**src/rtl/mem_access_ctrl.sv**
```systemverilog
// MAR/MDR register pair and fixed-latency memory access sequencer for the SLC-3 datapath.
// A req pulse in IDLE runs one read or write against synchronous memory and ends with a one-cycle done.
module mem_access_ctrl #(
  parameter int unsigned DATA_W        = 16,
  parameter int unsigned READ_LATENCY  = 2,
  parameter int unsigned WRITE_LATENCY = 1
) (
  input  logic              Clk,
  input  logic              Reset,
  input  logic [DATA_W-1:0] bus_in,
  input  logic              LD_MAR,
  input  logic              LD_MDR,
  input  logic              req,
  input  logic              we,
  input  logic [DATA_W-1:0] mem_rdata,
  output logic [DATA_W-1:0] MAR,
  output logic [DATA_W-1:0] MDR,
  output logic [DATA_W-1:0] mem_addr,
  output logic [DATA_W-1:0] mem_wdata,
  output logic              mem_ce,
  output logic              mem_we,
  output logic              busy,
  output logic              done
);

  localparam int unsigned MAX_LAT = (READ_LATENCY > WRITE_LATENCY) ? READ_LATENCY : WRITE_LATENCY;
  localparam int unsigned CNT_W   = $clog2(MAX_LAT + 1);

  typedef enum logic [1:0] {
    IDLE = 2'd0,
    RD   = 2'd1,
    WR   = 2'd2,
    DONE = 2'd3
  } state_t;

  state_t             state, state_n;
  logic [CNT_W-1:0]   cnt, cnt_n;
  logic [DATA_W-1:0]  mar_n, mdr_n;

  // Register loads are only honoured in IDLE; MDR otherwise changes only on the final read cycle.
  always_comb begin
    state_n = state;
    cnt_n   = cnt;
    mar_n   = MAR;
    mdr_n   = MDR;
    case (state)
      IDLE: begin
        if (LD_MAR) mar_n = bus_in;
        if (LD_MDR) mdr_n = bus_in;
        if (req) begin
          state_n = we ? WR : RD;
          cnt_n   = CNT_W'(1);
        end
      end
      RD: begin
        if (cnt == CNT_W'(READ_LATENCY)) begin
          mdr_n   = mem_rdata;
          state_n = DONE;
        end else begin
          cnt_n = cnt + CNT_W'(1);
        end
      end
      WR: begin
        if (cnt == CNT_W'(WRITE_LATENCY)) begin
          state_n = DONE;
        end else begin
          cnt_n = cnt + CNT_W'(1);
        end
      end
      DONE: state_n = IDLE;
      default: state_n = IDLE;
    endcase
  end

  // Outputs are registered from the next state so they line up with the state they describe.
  always_ff @(posedge Clk) begin
    if (Reset) begin
      state  <= IDLE;
      cnt    <= '0;
      MAR    <= '0;
      MDR    <= '0;
      mem_ce <= 1'b0;
      mem_we <= 1'b0;
      busy   <= 1'b0;
      done   <= 1'b0;
    end else begin
      state  <= state_n;
      cnt    <= cnt_n;
      MAR    <= mar_n;
      MDR    <= mdr_n;
      mem_ce <= (state_n == RD) || (state_n == WR);
      mem_we <= (state_n == WR);
      busy   <= (state_n != IDLE);
      done   <= (state_n == DONE);
    end
  end

  assign mem_addr  = MAR;
  assign mem_wdata = MDR;

endmodule

```
**config.mk**
```make
export PLATFORM = sky130hd
export DESIGN_NAME = mem_access_ctrl
export DESIGN_NICKNAME = d
export VERILOG_FILES = /design/src/rtl/mem_access_ctrl.sv
export SDC_FILE = /design/constraint.sdc
export NUM_CORES = 1
export LEC_CHECK = 0
export ABC_CLOCK_PERIOD_IN_PS = 2200
export CAP_MARGIN = 0
export CORE_UTILIZATION = 40
export CTS_CLUSTER_DIAMETER = 100
export DETAILED_ROUTE_END_ITERATION = 6
export MAX_ROUTING_LAYER = met4
export PLACE_DENSITY = 0.87
export SYNTH_ARGS = -nofsm -noshare
export SYNTH_HDL_FRONTEND = slang
export SYNTH_SLANG_ARGS = --single-unit
```
**constraint.sdc**
```tcl
create_clock -name Clk -period 2.2 [get_ports Clk]
set_clock_uncertainty 0.15 [all_clocks]
set_input_delay 0.44 -clock Clk [delete_from_list [all_inputs] [get_ports Clk]]
set_output_delay 0.44 -clock Clk [all_outputs]
set_load 0.02 [all_outputs]
```
**Word-level counts from Yosys, hierarchy flattened**

Cells that the tools add are included.

- Register bits after elaboration: 40
- Output and inout bits: 68
- Logic and storage cells: 42

- $add $sub $neg: 1
- Equality and inequality tests: 13
- Muxes and demuxes: 12
- Reductions and logical operators: 8

Operator list:

| cell | count |
|---|---|
| $mux 16 | 2 |
| $pmux 16 s2 | 1 |
| $mux 2 | 7 |
| $eq 2x2->1 const B | 5 |
| $ne 2x2->1 const B | 5 |
| $pmux 2 s4 | 1 |
| $eq 2x1->1 const B | 3 |
| $pmux 2 s3 | 1 |
| $reduce_and 4->1 | 1 |
| $reduce_bool 2->1 | 2 |
| $reduce_and 3->1 | 1 |
| $reduce_bool 3->1 | 1 |
| $add 2x1->2 const B | 1 |
| $logic_not 2->1 | 1 |
| $reduce_and 2->1 | 1 |
| $logic_or 1x1->1 | 1 |

**Logic depth before layout (Yosys ltp)**

- Word-level depth: 5
- Mapped depth: 8
- Gate-level depth less buffers: 7

**Least setup slack after synthesis**

Ideal clock, no wire load.

- Kind: reg-to-reg
- Start: register state[1]
- End: register MDR[10]
- Library setup time: 0.081 ns
- Arrival time: 1.700 ns
- Data required time: 1.969 ns
- Setup slack: 0.269 ns
- Stages on the path, launching flop included: 9
- Buffers on the path: 3
- Cell sequence: dfxtp_1 -> inv_1 -> ha_1 -> buf_6 -> mux2_4 -> and2_4 -> buf_6 -> buf_6 -> a211oi_2

- Word-level cells in the longest chain between the ends: 3

RTL lines:

| item | line | source |
|---|---|---|
| from (decl) | 36 | `state_t state, state_n;` |
| from (signal assigned) | 87 | `state <= state_n;` |
| $eq 2x1->1 / $logic_not 2->1 (equally long branches) | 46 | `case (state)` |
| $ne 2x2->1 (no source line) / $reduce_bool 2->1 (equally long branches) | - |  |
| $reduce_and 3->1 (no source line) | - |  |
| to (signal assigned) | 90 | `MDR <= mdr_n;` |
| to (decl) | 17 | `output logic [DATA_W-1:0] MDR,` |

Parallel ways exist; a longest one is shown, timed or not.
A chain may end at the register's enable or synchronous reset.

**Final worst setup path**

- Start: register state[1]
- End: register MDR[2]

The elaborated chain is that of the path after synthesis.

==> flow_metrics.py <==
metrics = {
    "outcome": {
        "outcome": "finished, final reports clean",
    },
    "drt": {
        "antenna_violating_nets_remaining": 0,
        "route.detailed.wl_per_inst_um": 14.5,
        "drt_iter0_drc": 93,
        "drc": 0,
        "via_count": 1765,
        "vias_per_cell": 4.80,
        "routed_wl_mm": 5.34,
        "drt_first_pass_iters": 4,
    },
    "sta": {
        "hold_ws_ns": 0.324,
        "finalSetupTns_ns": 0,
        "max_frequency_mhz": 495,
        "final-setup-viol-count": 0,
        "hold_viol_final": 0,
        "slew_headroom_pct": 59.7,
        "timing_worst_slew_pin_value_ns": 0.603,
        "rsz0062_at_grt": "false",
        "slack_of_the_critical_path_ns": 0.179,
        "fin_crit_ns": 2.02,
        "layout_worst_path_cycle_share_pct": 91.9,
        "finalMaxSlewViolations": 0,
    },
    "pwr": {
        "sequentialPowerShare_pct": 27.3,
        "switchingPower_mw": 1.86,
        "combPwrFrac_pct": 61.0,
        "power.density_nw_per_um2": 1440,
        "total_leakage_power_nw": 1.14,
        "pwr-share-clk_pct": 11.7,
        "vdd_drop_max_mv": 0.719,
        "internal_power_mw": 2.51,
        "switching_share_pct": 42.6,
    },
    "clocking": {
        "clock_sink_count": 40,
        "htree_num_levels": 2,
        "cts_hold_buffers": 0,
        "cts.repair.resized": 0,
        "cts_setup_buffers": 0,
        "clock_tree_from_tritoncts": "yes",
        "cts_buffer_count": 5,
        "ctsLongestPathBuffers": 2,
        "clk_latency_ns": 0.28,
        "master_cell_of_the_clock_root_buffer": "sky130_fd_sc_hd__clkbuf_8",
        "clk_pin_slew_worst_paths_ns": 0.07,
    },
    "die": {
        "die-width_um": 74.3,
        "top_level_ports": 106,
        "dieHeight_um": 74.3,
        "fp.dieArea_um2": 5510,
        "area_inside_the_core_boundary_um2": 4880,
        "initial_core_util_pct": 42.8,
        "row_count": 25,
    },
    "setup_path": {
        "critical_path.cell_chain": "inv_1 -> ha_1 -> mux2_4 -> and2_4 -> a211oi_1",
        "crit_required_ns": 2.25,
        "worst_path_max_delay_cell": "sky130_fd_sc_hd__dfxtp_1",
        "timing.critical_path.slowest_cell_delay_ns": 0.47,
        "arrival_ns": 2.07,
        "critPathCaptureType": "flop",
        "cp_max_fo": 17,
        "critPathBufInv": 1,
        "crit_family": "flip-flops",
        "start_kind": "flop",
        "critical_path_class": "reg2reg",
    },
    "yosys": {
        "netlist_area_um2": 2090,
        "synth_largest_area_cell": "sky130_fd_sc_hd__dfxtp_1",
        "yosysWarningCount": 0,
        "synth-seq-area-share_pct": 38.3,
        "post-synth-top-area-fraction_pct": 38.3,
        "synth.lib_cells_used.distinct": 25,
        "synth.top_cells.by_area": "sky130_fd_sc_hd__dfxtp_1 (38%), sky130_fd_sc_hd__buf_4 (12%), sky130_fd_sc_hd__mux2i_1 (8.6%)",
        "yosys_register_bits": 40,
        "syn_inst": 229,
        "synth.net_count": 278,
        "avgSynthCellArea_um2": 9.12,
    },
    "global_route": {
        "via_count_of_the_first_global_routing_pass": 1691,
        "groute.usage.overall_pct": 20.3,
        "overflow": 0,
        "grtUsageMet1_pct": 22.2,
        "antenna_violations_before_repair": 0,
        "gr-max-usage-layer": "met2",
        "grt_first_pass_wirelength_mm": 8.04,
        "met2_usage_pct": 36.4,
        "pin_count_of_the_biggest_net_entering_global_routing": 26,
        "gr-usage-met3_pct": 4.88,
    },
    "place": {
        "place_worst_setup_slack_ns": 0.0789,
        "port_buffers": 105,
        "hpwlAfterDp_mm": 4.07,
        "finalWeightedCongestion": 0.793,
        "dp_cells": 361,
    },
    "finish": {
        "fin_nets": 350,
        "layout-drive-gt1-share_pct": 8.97,
        "layout-area-overhead-vs-synth_pct": 45.7,
        "final-instance-count-excl-fill": 368,
        "antennaDiodeCount": 0,
    },
    "min_path": {
        "holdCritPathClass": "reg2reg",
    },
    "flow_run": {
        "max-cap-violations": 0,
    },
}
[layer usage]
metal / share of wire, % / wire length (um) / up-vias
li1: - / - / 884
met4: 1.1 / 59 / 0
met5: 0 / 0 / -
met3: 7.0 / 372 / 6
met2: 51 / 2710 / 81
met1: 41 / 2200 / 794
[per-stage QoR]
stage	utilization [%]	cell area, um^2	total power, mW
2_1_floorplan	-	2090	3.04
3_3_place_gp	60.4	2950	3.82
3_5_place_dp	60.4	2950	3.89
4_1_cts	62.4	3040	4.42
5_1_grt	62.4	3040	4.65
6_report	62.4	3040	4.38
[final timing paths]
kind	start	endpoint	slack, ns	depth (start not counted)
worst min-delay path	MAR[5]	MAR[5]	0.32	2
worst max-delay path	state[1]	MDR[2]	0.18	5
worst max register to register	state[1]	MDR[2]	0.18	5
worst min register to register	MAR[5]	MAR[5]	0.32	2
[power by group through the flow]
stage | combinational, mW | sequential (mW) | clock [mW]
after detailed placement | 2.68 | 1.21 | 0
after CTS | 2.70 | 1.20 | 0.523
after global placement | 2.63 | 1.20 | 0
after floorplan | 1.60 | 1.44 | 0
final | 2.67 | 1.19 | 0.511
after global routing | 2.87 | 1.23 | 0.554
[flip-flops by register name (all words and copies together), names as in the netlist]
name / cells
done: 1
MDR: 16
state: 2
busy: 1
mem_ce: 1
mem_we: 1
cnt: 2
MAR: 16
[layout by cell type (no fill, tap or decap), drive strengths merged]
master and n:
nand2 34, nor2 4, dfxtp 40, nor2b 5
clkdlybuf4s50 104, o31a 1, clkbuf 7, or3b 1
ha 11, a22o 2, a211oi 17, nor3 1
nand2b 2, a21oi 33, mux2i 18, buf 7
inv 5, a21o 1, o21ai 3, and2 4
mux2 1
[worst min-delay path: cells and delay by family (launching register included)]
kind | cells | cell delay [ns]
DFF | 1 | 0.32
AOI/OAI and AO/OA | 1 | 0.06
and+or+nand+nor | 1 | 0.05
[cell usage after synthesis, drive strengths merged]
| library cell | number |
|---|---|
| a21oi | 33 |
| a21o | 1 |
| nor2 | 4 |
| a211oi | 17 |
| mux2 | 1 |
| or3b | 1 |
| nor2b | 5 |
| mux2i | 18 |
| inv | 5 |
| ha | 11 |
| o21ai | 3 |
| and2 | 4 |
| nand2 | 34 |
| dfxtp | 40 |
| nand2b | 2 |
| nor3 | 1 |
| clkbuf | 8 |
| buf | 38 |
| o31a | 1 |
| a22o | 2 |
[logic make-up (layout without fill, tap and decap cells)]
kind of cell               count (synthesis)  count (layout)  share of synthesized area, %
AOI/OAI and AO/OA                         57              57                          18.8
adders and majority gates                 11              11                          6.59
buffers and inverters                     51             123                          16.1
DFF                                       40              40                          38.3
muxes                                     19              19                          9.35
and+or+nand+nor                           51              51                          10.9
[cell type report]
cell class,count,area [um^2]
fillers,449,1840
well taps,67,83.8
clock buffers,7,96.3
inverters,5,18.8
flip-flops and latches,40,801
repair buffers,111,1090
multi-input cells,138,952
(Power assumes the default switching activity.)
